File: src/rtl/seg7_pkg.sv
// rtl/seg7_pkg.sv - seven-segment pattern constants, FSM encoding and digit-select helpers
//   Shared by seg7_to_nibble, seg_frame_encoder and the existing segment decoder.
//   Segment patterns are active-low, ordered {a,b,c,d,e,f,g}.
package seg7_pkg;

    localparam logic [6:0] SEG_0 = 7'b0000001;
    localparam logic [6:0] SEG_1 = 7'b1001111;
    localparam logic [6:0] SEG_2 = 7'b0010010;
    localparam logic [6:0] SEG_3 = 7'b0000110;
    localparam logic [6:0] SEG_4 = 7'b1001100;
    localparam logic [6:0] SEG_5 = 7'b0100100;
    localparam logic [6:0] SEG_6 = 7'b0100000;
    localparam logic [6:0] SEG_7 = 7'b0001111;
    localparam logic [6:0] SEG_8 = 7'b0000000;
    localparam logic [6:0] SEG_9 = 7'b0000100;
    localparam logic [6:0] SEG_A = 7'b0001000;
    localparam logic [6:0] SEG_B = 7'b1100000;
    localparam logic [6:0] SEG_C = 7'b0110001;
    localparam logic [6:0] SEG_D = 7'b1000010;
    localparam logic [6:0] SEG_E = 7'b0110000;
    localparam logic [6:0] SEG_F = 7'b0111000;

    localparam logic [0:0] ST_COLLECT = 1'b0;
    localparam logic [0:0] ST_HOLD    = 1'b1;

    // True when exactly one active-low digit enable is asserted.
    function automatic logic one_digit_selected(input logic [3:0] an_n);
        return (an_n == 4'b0111) || (an_n == 4'b1011) ||
               (an_n == 4'b1101) || (an_n == 4'b1110);
    endfunction

    // Slot index of the asserted enable; only meaningful when one_digit_selected.
    function automatic logic [1:0] slot_of(input logic [3:0] an_n);
        logic [1:0] idx;
        case (an_n)
            4'b0111: idx = 2'd3;
            4'b1011: idx = 2'd2;
            4'b1101: idx = 2'd1;
            default: idx = 2'd0;
        endcase
        return idx;
    endfunction

endpackage

File: src/rtl/seg7_to_nibble.sv
// rtl/seg7_to_nibble.sv - combinational seven-segment pattern to hex nibble map
//   seg     in  7  active-low segments {a,b,c,d,e,f,g}
//   nibble  out 4  decoded digit, 0 for unrecognised patterns
//   unknown out 1  pattern is not one of the 16 hex glyphs
import seg7_pkg::*;

module seg7_to_nibble (
    input  logic [6:0] seg,
    output logic [3:0] nibble,
    output logic       unknown
);

    always_comb begin
        nibble  = 4'h0;
        unknown = 1'b0;
        case (seg)
            SEG_0:   nibble = 4'h0;
            SEG_1:   nibble = 4'h1;
            SEG_2:   nibble = 4'h2;
            SEG_3:   nibble = 4'h3;
            SEG_4:   nibble = 4'h4;
            SEG_5:   nibble = 4'h5;
            SEG_6:   nibble = 4'h6;
            SEG_7:   nibble = 4'h7;
            SEG_8:   nibble = 4'h8;
            SEG_9:   nibble = 4'h9;
            SEG_A:   nibble = 4'hA;
            SEG_B:   nibble = 4'hB;
            SEG_C:   nibble = 4'hC;
            SEG_D:   nibble = 4'hD;
            SEG_E:   nibble = 4'hE;
            SEG_F:   nibble = 4'hF;
            default: unknown = 1'b1;
        endcase
    end

endmodule

File: src/rtl/seg_frame_encoder.sv
// rtl/seg_frame_encoder.sv - captures a multiplexed 4-digit seven-segment display into 16-bit frames
//   clk         in  1   clock
//   rst_n       in  1   asynchronous active-low reset
//   seg         in  7   active-low segment bus {a,b,c,d,e,f,g}
//   an_n        in  4   active-low digit enables, bit3 = most significant digit
//   word        out 16  captured frame, digit3 in [15:12]
//   err         out 4   per-digit unrecognised-pattern flags
//   word_valid  out 1   frame available
//   word_ready  in  1   consumer accepts frame when high with word_valid
import seg7_pkg::*;

module seg_frame_encoder #(
    parameter int STABLE_CYCLES = 4
) (
    input  logic        clk,
    input  logic        rst_n,
    input  logic [6:0]  seg,
    input  logic [3:0]  an_n,
    output logic [15:0] word,
    output logic [3:0]  err,
    output logic        word_valid,
    input  logic        word_ready
);

    localparam logic [3:0] CNT_MAX = 4'(STABLE_CYCLES);
    localparam logic [3:0] CNT_CAP = 4'(STABLE_CYCLES - 1);

    logic [10:0]      prev_q;
    logic [3:0]       cnt_q, cnt_d;
    logic [3:0][3:0]  slots_q, slots_d;
    logic [3:0]       slot_err_q, slot_err_d;
    logic [3:0]       fill_q, fill_d;
    logic [0:0]       state_q, state_d;
    logic [15:0]      word_q, word_d;
    logic [3:0]       err_q, err_d;

    logic [10:0]      sample;
    logic             sample_valid;
    logic             same;
    logic             capture;
    logic [1:0]       slot_idx;
    logic [3:0]       fill_set;
    logic             accept;
    logic [3:0]       nibble;
    logic             unknown;

    seg7_to_nibble u_map (
        .seg     (seg),
        .nibble  (nibble),
        .unknown (unknown)
    );

    assign sample       = {seg, an_n};
    assign sample_valid = one_digit_selected(an_n);
    assign same         = (sample == prev_q);
    assign slot_idx     = slot_of(an_n);

    // Capture fires on the single cycle the counter steps onto STABLE_CYCLES;
    // once saturated it cannot fire again until the input changes.
    assign capture  = sample_valid && same && (cnt_q == CNT_CAP);
    assign fill_set = capture ? (4'b0001 << slot_idx) : 4'b0000;
    assign accept   = (state_q == ST_HOLD) && word_ready;

    always_comb begin
        cnt_d = cnt_q;
        if (!sample_valid) begin
            cnt_d = 4'd0;
        end else if (!same) begin
            cnt_d = 4'd1;
        end else if (cnt_q != CNT_MAX) begin
            cnt_d = cnt_q + 4'd1;
        end
    end

    always_comb begin
        slots_d    = slots_q;
        slot_err_d = slot_err_q;
        if (capture) begin
            slots_d[slot_idx]    = nibble;
            slot_err_d[slot_idx] = unknown;
        end
    end

    // A capture landing on the acceptance cycle belongs to the next frame.
    assign fill_d = accept ? fill_set : (fill_q | fill_set);

    always_comb begin
        state_d = state_q;
        word_d  = word_q;
        err_d   = err_q;
        case (state_q)
            ST_COLLECT: begin
                if (fill_q == 4'b1111) begin
                    state_d = ST_HOLD;
                    word_d  = slots_q;
                    err_d   = slot_err_q;
                end
            end
            default: begin
                if (word_ready) begin
                    state_d = ST_COLLECT;
                end
            end
        endcase
    end

    always_ff @(posedge clk or negedge rst_n) begin
        if (!rst_n) begin
            prev_q     <= '1;
            cnt_q      <= '0;
            slots_q    <= '0;
            slot_err_q <= '0;
            fill_q     <= '0;
            state_q    <= ST_COLLECT;
            word_q     <= '0;
            err_q      <= '0;
        end else begin
            prev_q     <= sample;
            cnt_q      <= cnt_d;
            slots_q    <= slots_d;
            slot_err_q <= slot_err_d;
            fill_q     <= fill_d;
            state_q    <= state_d;
            word_q     <= word_d;
            err_q      <= err_d;
        end
    end

    assign word       = word_q;
    assign err        = err_q;
    assign word_valid = (state_q == ST_HOLD);

endmodule

File: config.mk
export PLATFORM = sky130hd
export DESIGN_NAME = seg_frame_encoder
export DESIGN_NICKNAME = d
export VERILOG_FILES = /design/src/rtl/seg7_pkg.sv /design/src/rtl/seg7_to_nibble.sv /design/src/rtl/seg_frame_encoder.sv
export SDC_FILE = /design/constraint.sdc
export NUM_CORES = 1
export LEC_CHECK = 0
export BUFFER_PORTS_ARGS = -buffer_cell sky130_fd_sc_hd__buf_2
export CORE_ASPECT_RATIO = 0.75
export CORE_MARGIN = 5
export CORE_UTILIZATION = 25
export DETAILED_ROUTE_END_ITERATION = 10
export SLEW_MARGIN = 10
export SYNTH_ARGS = -nofsm -noshare
export SYNTH_HDL_FRONTEND = slang
export SYNTH_HIERARCHICAL = 1
export SYNTH_SLANG_ARGS = --single-unit
File: constraint.sdc
create_clock -name clk -period 1.79 [get_ports clk]
set_input_delay 0.179 -clock clk [delete_from_list [all_inputs] [get_ports clk]]
set_output_delay 0.179 -clock clk [all_outputs]
set_load 0.1 [all_outputs]
==> results of run 1 <==
[final cells by class]
type	instances	area share [%]
clock buffers	14	7.44
clock inverters	1	0.131
inverters	5	0.491
multi-input cells	146	34.2
flip-flops and latches	60	39.7
well taps	140	4.59
repair buffers	75	13.4
[worst reg2reg max path, stage by stage (launching register included)]
cell and delay [ns]:
dfstp_2 0.53, xor2_2 0.07, nor4_4 0.26, buf_4 0.17, and4_1 0.20, buf_6 0.15, mux2_4 0.31
[kinds of logic (layout without fill, tap and decap cells)]
logic type / Yosys count / in the layout / share of synthesized area [%]
AOI/OAI and AO/OA: 23 / 23 / 5.91
xor gates and xnor gates: 14 / 14 / 4.35
adders and majority gates: 2 / 2 / 0.888
buffers and inverters: 18 / 95 / 3.29
DFF: 60 / 60 / 53.8
muxes: 41 / 41 / 16.3
and+or+nand+nor: 66 / 66 / 15.4
[metrics by stage]
step                      util, %  worst slack (ns)
after floorplan                 -           -0.0130
after global placement       30.8            -0.155
after detailed placement     30.8            -0.137
after CTS                    34.2           -0.0432
after global routing         34.8           -0.0922
final                        34.8           -0.0194
[layer usage]
layer / wire, um / GRT usage, % / part of all wire [%]
met1: 3060 / 13.4 / 48
met2: 2910 / 15.0 / 45
met3: 400 / 4.72 / 6.2
met4: 74 / 3.12 / 1.1
met5: 0 / 0 / 0
[worst min path at each step]
| stage | from | end | slack, ns |
|---|---|---|---|
| finish | seg[4] | prev_q[8] | 0.01 |
| global route | seg[4] | prev_q[8] | 0.004 |
| CTS | seg[4] | prev_q[8] | 0.004 |
| detailed placement | rst_n | cnt_q[3] | 0.17 |
| global placement | rst_n | cnt_q[2] | 0.17 |
| floorplan | rst_n | cnt_q[0] | -0.12 |
[power by group]
group / internal [mW] / switching (mW) / total, mW
logic: 0.110 / 0.148 / 0.259
registers: 1.38 / 0.00758 / 1.39
clock network: 1.08 / 0.556 / 1.63
[state kept, by name (all words and copies together) (netlist names)]
signal and count:
cnt_q 4, err 4, fill_q 4, prev_q 11
slot_err_q 4, slots_q 16, word 16, word_valid 1
[cells in the mapped netlist, types with 2 or more instances]
cell type / number / area share (%)
inv_1: 5 / 0.67
mux2_2: 34 / 14
nor4bb_1: 3 / 1.1
mux2_1: 6 / 2.4
dfstp_2: 11 / 10
xnor2_1: 3 / 0.93
nand3_1: 3 / 0.53
nor4b_1: 3 / 0.93
nand3b_1: 3 / 0.80
ha_1: 2 / 0.89
nor3_1: 3 / 0.53
a21o_1: 2 / 0.53
xor2_1: 11 / 3.4
nand4_2: 3 / 1.3
a31oi_1: 2 / 0.44
nor2_1: 8 / 1.1
a21oi_1: 4 / 0.71
buf_2: 8 / 1.4
dfrtp_1: 49 / 44
nand2b_1: 2 / 0.44
nor4_4: 2 / 1.5
nor4_1: 5 / 1.1
a211o_1: 2 / 0.62
buf_1: 2 / 0.27
o21ai_0: 4 / 0.71
nand4_1: 2 / 0.44
nor2b_1: 2 / 0.44
buf_4: 2 / 0.53
nand2_1: 18 / 2.4
[what timing repair did]
item | in CTS | in global routing
buffers inserted | 4 | 3
endpoints found under the setup margin | 20 | 20
endpoints found under the hold margin | 9 | 0
pin swaps | 5 | 5
hold buffers | 1 | 0
resized for setup | 10 | 6
==> impl_results.md, run 1 <==
- Highest fanout seen on the critical path: 6
- Max clock buf depth: 2
- Leading cell type in the layout, fill and taps excluded: dfrtp_1
- Measured slew at the worst slew-check pin: around 0.50 ns
- Fillers: around 1100
- Row count: 33
- Crit end category: flip-flop
- Die Area: roughly 14000 sq um
- Sum Neg Setup Slack: -0.0864 ns
- Final setup margin: -0.0194 ns
- Sequential cell area: around 1500 sq um
- Port-buffer cells: 34
- Sequential share of the synthesized area: a little over half
- Worst path slowest cell: dfstp_2
- Non-Filler Instances: roughly 440
- Critical Path Stages: 6
- Failing checks: negative setup slack
- I/O pin count: 35
- Antenna violations before repair: 0
- Largest net degree at the start of global routing: between 40 and 50
- Nets: approximately 310
- Crit path launch type: flip-flop
- Placed Area: roughly 3400 sq um
- Htree depth: 3
- Worst-Skew Late Latency: between 0.3 and 0.4 ns
- Setup Viol. Count Final: 9
- Drt pass-1 iters: 4
- Number of synthesized register bits: 60
- Syn_nets: 240
- RR Endpoint: slots_q[3]
- Worst ir drop on vdd: ~0.41 mV
- Worst Reg-to-Reg Cells: 6
- Gr ovfl total: 0
- Min-Delay Path Depth: 1
- Critical path class: flip-flop to flip-flop
- Crit path capture: slots_q[3]
- Status: complete, but fails checks
- Pwr Density: 859 nW/um^2
- DR DRC count: 0
- Hold WS: 0.0134 ns
- Gate Count Post-Synth: ~220
- Pwr Total: roughly 3.3 mW
- Main synth FF type: dfrtp_1
- Global-route usage over all layers: between 10 and 15%
- CTS tree: yes
- Post-synth EDFFs: 0
- CP required: ~2.0 ns
- Die X: between 100 and 150 um
- Worst Path Arrival: 2.02 ns
- Routed vias/inst: 4.53
- Most frequent cells in the layout: dfrtp_1 (48), buf_4 (36), mux2_2 (34), buf_2 (34), nand2_1 (18)
- Mapped Avg Cell Area: around 13 sq um
- R2R setup slack: -0.02 ns
- Die height: 102 um
- RSZ-0062 raised after global routing: yes
- Clk pin slew, worst setup/hold paths: roughly 0.050 ns
- Largest delay share family, worst path: flip-flops
- Wire length per cell: 14.6 um
- Routability cong.: ~0.81
- CP max stage delay: 0.53 ns
- Worst Hold Class: primary input to flip-flop
- Vias in the first global route: a little over 2000
- Inst Count DP: between 400 and 500
- Async set-reset flop share out of synthesis: 100%
- Initial core utilization: approximately 26%
- CTS Sinks: 60
- Core area: around 11000 sq um
- # diodes: 0
- Headroom to the max-slew limit: between 60% and 70%
- R2r startpoint: prev_q[9]
- Pleak: 1.90 nW
- Ys Warns: 6
- Final worst path period need: 1.81 ns
- Synth unique cells: 49
- Worst path bufs/invs: 2
- Number of max-cap violations: 0
- Final Cell Area: 3820 sq um
- Slew Viols, Final: 0
- Routed Wire Length: between 6 and 7 mm
- Total number of vias: 1999
- Iteration-0 DRC Markers: 116
- Skew final: 0.00803 ns
- First-pass GRT wire length: around 11 mm
- Post-route clock period utilization: 101%
- Clock Tree Root: clkbuf_16
- Area Growth Syn to Fin: 35.6%
- Worst setup path startpoint: prev_q[9]
- Fmax: ~550 MHz
- Layout cell share with drive strength beyond 1: between 50% and 60%
- Mapped Area: 2820 sq um
- Final Hold Fails: 0
- Worst-path cell chain: xor2_2 > nor4_4 > buf_4 > and4_1 > buf_6 > mux2_4
- CTS Buf Count: 9
- Antenna Nets Post-Route: 0
- Post-DP HPWL: between 4 and 5 mm
- Multi-input logic area: approximately 1300 sq um
Power figures use the tool's default switching activity.
==> run 2: changes to the inputs <==
- PLACE_DENSITY: not set -> 0.48
==> run 2 against run 1 <==
The flow still finishes with violations (negative setup slack). Combinational power up 5%. Fmax down 2.1%. Setup slack worse by 0.039 ns. Hold slack gained 0.014 ns. Design area rose by 2.5%. Via count is 0.35% higher. Global-route usage grew 0.19 points.
==> impl_results.md, run 2 (synthesized netlist as in run 1, its figures left out) <==
- Measured slew at the worst slew-check pin: between 0.5 and 0.6 ns
- Leading cell type in the layout, fill and taps excluded: dfrtp_1
- Placed Area: 3430 sq um
- Post-route clock period utilization: 103%
- Area Growth Syn to Fin: 39.0%
- Routed vias/inst: 4.46
- CTS Sinks: 60
- Port-buffer cells: 34
- RSZ-0062 raised after global routing: yes
- CTS tree: yes
- Total number of vias: approximately 2000
- Global-route usage over all layers: between 10% and 20%
- Inst Count DP: 427
- Failing checks: negative setup slack
- Wire length per cell: 14.3 um
- Pwr Total: roughly 3.3 mW
- Htree depth: 3
- Layout cell share with drive strength beyond 1: a little over half
- Pwr Density: 836 nW/um^2
- Clock Tree Root: clkbuf_16
- Antenna violations before repair: 0
- Die height: approximately 100 um
- Skew final: about 0.0055 ns
- CP required: roughly 2.0 ns
- Critical path class: flip-flop to flip-flop
- Die X: around 130 um
- Post-DP HPWL: approximately 4.6 mm
- Initial core utilization: around a quarter
- R2r startpoint: prev_q[2]
- Fmax: between 500 and 600 MHz
- Drt pass-1 iters: 4
- Row count: 33
- Status: complete, but fails checks
- Worst-Skew Late Latency: about 0.32 ns
- Most frequent cells in the layout: dfrtp_1 (48), buf_4 (39), mux2_2 (34), buf_2 (34), nand2_1 (18)
- Worst setup path startpoint: prev_q[2]
- DR DRC count: 0
- Routability cong.: approximately 0.81
- Final Hold Fails: 0
- Worst ir drop on vdd: approximately 0.45 mV
- Core Util, Final: roughly 36%
- Die Area: 13500 sq um
- CTS Buf Count: 9
- Headroom to the max-slew limit: between 60 and 70%
- Crit end category: flip-flop
- Worst Reg-to-Reg Cells: 6
- Worst Path Arrival: 2.05 ns
- Antenna Nets Post-Route: 0
- Highest fanout seen on the critical path: 6
- RR Endpoint: slots_q[2]
- Sum Neg Setup Slack: -0.353 ns
- Gr ovfl total: 0
- Min-Delay Path Depth: 1
- Max clock buf depth: 2
- Final worst path period need: roughly 1.8 ns
- Clk pin slew, worst setup/hold paths: around 0.050 ns
- Crit path launch type: flip-flop
- Vias in the first global route: roughly 2100
- Largest net degree at the start of global routing: between 60 and 70
- Routed Wire Length: ~6.4 mm
- Iteration-0 DRC Markers: 98
- Final setup margin: -0.0582 ns
- Setup Viol. Count Final: 14
- Worst hold endpoint: prev_q[8]
- # diodes: 0
- R2R setup slack: -0.06 ns
- Worst Hold Class: primary input to flip-flop
- Final Cell Area: ~4000 sq um
- Slew Viols, Final: 0
- Nets: 321
- Non-Filler Instances: 450
- Pleak: 1.93 nW
- Number of max-cap violations: 0
- First-pass GRT wire length: 11.0 mm
- I/O pin count: 35
- Core area: approximately 11000 sq um
- Hold Startpoint: seg[4]
## run 2: cell types whose count changed in the layout (fill, tap and decap cells not counted), sizes merged
cell,before,now
clkinv,1,0
buf,74,82
clkbuf,14,15
clkinvlp,0,1
## run 2: worst max-delay path by stage
| stage | cells after the start | endpoint |
|---|---|---|
| final | 6 | slots_q[2] |
| after floorplan | 5 | slots_q[0] |
| after CTS | 6 | slot_err_q[3] |
| after global placement | 7 | slots_q[3] |
| after global routing | 6 | slots_q[2] |
| after detailed placement | 7 | slots_q[0] |
## run 2: cell type report
cell class | count | area (sq um)
Timing Repair Buffer | 83 | 583
Sequential cell | 60 | 1520
Tap cell | 140 | 175
Inverter | 5 | 18.8
Clock buffer | 15 | 278
Fill cell | 1081 | 7070
Clock inverter | 1 | 7.51
Multi-Input combinational cell | 146 | 1340
## run 2: layer usage
metal  wire length [um]  track usage [%]
met5                  0                0
met4                 93             3.83
met3                336             3.99
met2               2800             15.4
met1               3200             13.8
## run 2: per-stage QoR
step / setup WS [ns] / hold WS, ns
after floorplan: -0.0130 / -0.117
after global placement: -0.173 / 0.220
after detailed placement: -0.229 / 0.218
after CTS: -0.0518 / 0.0132
after global routing: -0.147 / 0.0162
final: -0.0582 / 0.0274
## run 2: worst max-delay path, cell delays in order, from the launching register on
cell and delay (ns):
dfstp_2 0.54, xor2_2 0.08, nor4_4 0.26, buf_4 0.19, and4_1 0.22, buf_6 0.15
mux2_4 0.30
## run 2: what timing repair did
item / in CTS / in global routing
gates resized for setup: 15 / 11
pin swaps: 6 / 6
hold buffers: 1 / 0
endpoints found under the setup margin: 16 / 21
buffers inserted: 5 / 1
endpoints found under the hold margin: 49 / 0
## run 2: report_power, final
| part | internal, mW | switching, mW |
|---|---|---|
| clock | 1.05 | 0.561 |
| combinational | 0.116 | 0.155 |
| sequential | 1.38 | 0.00781 |
==> run 3: changes to the inputs <==
- CORE_UTILIZATION: 25 -> 35
- PLACE_DENSITY: 0.48 -> 0.58
==> run 3 against run 2 <==
Routed wire length shrank 3.5%. Hold slack gained 0.016 ns. Largest power group is now registers. The flow still finishes with violations (negative setup slack). Largest cell class unchanged. Die area down 26%.
==> impl_results.md, run 3 (synthesized netlist as in run 1, its figures left out) <==
- Status: complete, but fails checks
- Failing checks: negative setup slack
- Worst path bufs/invs: 2
- Number of max-cap violations: 0
- Pwr Total: 2.87 mW
- Pwr Density: 753 nW/um^2
- Row count: 28
- Largest delay share family, worst path: simple AND/OR/NAND/NOR gates
- Post-route clock period utilization: 102%
- Initial core utilization: a little over a third
- Highest fanout seen on the critical path: 6
- Routed vias/inst: ~4.8
- Critical path class: flip-flop to flip-flop
- Antenna Nets Post-Route: 0
- Pre-CTS setup slack: -0.197 ns
- Max clock buf depth: 2
- Wire length per cell: 14.7 um
- Final worst path period need: 1.83 ns
- Final setup margin: -0.0407 ns
- Headroom to the max-slew limit: 67.2%
- Routed Wire Length: between 6 and 7 mm
- Slew Viols, Final: 0
- Die X: 114 um
- CP required: around 2 ns
- Leading cell type in the layout, fill and taps excluded: dfrtp_1
- R2R setup slack: -0.04 ns
- Worst Path Arrival: between 2 and 2.5 ns
- Worst-Skew Late Latency: about 0.33 ns
- CP max stage delay: about 0.4 ns
- Gr ovfl total: 0
- CTS tree: yes
- Vias in the first global route: about 2100
- Layout cell share with drive strength beyond 1: between 50% and 60%
- Worst-path cell chain: ha_4 > nor3b_4 > buf_6 > nor4b_4 > and4_1 > buf_6 > mux2_4
- First-pass GRT wire length: ~10 mm
- CTS Buf Count: 9
- Antenna violations before repair: 0
- Core Util, Final: between 40% and 50%
- Nets: about 330
- Area Growth Syn to Fin: 35.6%
- # diodes: 0
- Htree depth: 3
- Sum Neg Setup Slack: -0.170 ns
- Setup Viol. Count Final: 6
- CTS Sinks: 60
- Core area: around 8000 sq um
- Die Area: about 10000 sq um
- Final Hold Fails: 0
- Post-DP HPWL: between 4 and 5 mm
- Placed Area: between 3000 and 4000 sq um
- Most frequent cells in the layout: dfrtp_1 (48), buf_4 (47), mux2_2 (34), buf_2 (34), nand2_1 (18)
- Fmax: ~550 MHz
- I/O pin count: 35
- DR DRC count: 0
- Global-route usage over all layers: a little over an eighth
- Port-buffer cells: 34
- Fillers: between 700 and 800
- Crit path launch type: flip-flop
- Drt pass-1 iters: 4
- Final Cell Area: 3820 sq um
- Worst ir drop on vdd: approximately 0.33 mV
- Largest net degree at the start of global routing: 33
- Clock Tree Root: clkbuf_8
- Iteration-0 DRC Markers: between 80 and 90
- Skew final: between 0.009 and 0.01 ns
- Total number of vias: ~2000
- Pleak: approximately 1.9 nW
- Crit end category: flip-flop
- Routability cong.: 0.842
- Worst path slowest cell: dfrtp_1
- RSZ-0062 raised after global routing: yes
- Die height: ~88 um
- Clk pin slew, worst setup/hold paths: ~0.07 ns
- Worst Hold Class: primary input to flip-flop
- Measured slew at the worst slew-check pin: approximately 0.5 ns
- CP most frequent cell: buf_6
## run 3: cell count changes in the layout (fill, tap and decap cells not counted), sizes merged
| cell | previous run | this run |
|---|---|---|
| buf | 82 | 87 |
| clkbuf | 15 | 11 |
| clkinvlp | 1 | 3 |
| dlygate4sd3 | 1 | 3 |
| bufinv | 0 | 1 |
| clkinv | 0 | 1 |
## run 3: repair_timing
action	in CTS	in global routing
endpoints found under the setup margin	21	21
pin swaps	8	4
hold endpoints to repair	13	1
buffers inserted	6	4
hold buffers	2	1
resized for setup	15	6
## run 3: layout make-up
| class | instances | area, sq um | area share, % |
|---|---|---|---|
| timing repair buffer | 90 | 629 | 16.5 |
| clock inverter | 5 | 61.3 | 1.60 |
| sequential | 60 | 1520 | 39.7 |
| inverter | 5 | 18.8 | 0.491 |
| tap | 105 | 131 | 3.44 |
| clock buffer | 11 | 141 | 3.70 |
| multi-input combinational | 146 | 1320 | 34.6 |
## run 3: stage by stage
stage / instances / hold slack, ns
2_1_floorplan: 224 / -0.117
3_3_place_gp: 393 / 0.0993
3_5_place_dp: 393 / 0.0973
4_1_cts: 417 / 0.00102
5_1_grt: 422 / 0.0298
6_report: 422 / 0.0436
## run 3: path summary, 6_finish.rpt
check                                from    endpoint  cells past startpoint
worst max-delay path             cnt_q[1]  slots_q[2]                      7
worst max register to register   cnt_q[1]  slots_q[2]                      7
min in group asynchronous           rst_n  slots_q[9]                      2
max in group asynchronous           rst_n  prev_q[10]                      3
worst min register to register  fill_q[1]   fill_q[1]                      2
worst min-delay path              an_n[0]   prev_q[0]                      1
## run 3: where the power goes
part           switching [mW]  total, mW  internal (mW)  leakage [nW]
Sequential            0.00859       1.39           1.38         0.798
Clock                   0.530       1.21          0.683        0.0918
Combinational           0.150      0.273          0.123          1.02
## run 3: layer usage
metal	up-vias	GRT usage [%]	routed length [um]
li1	985	-	-
met2	39	20.6	2840
met1	990	18.0	2980
met4	0	3.93	68
met3	6	4.77	309
met5	-	0	0
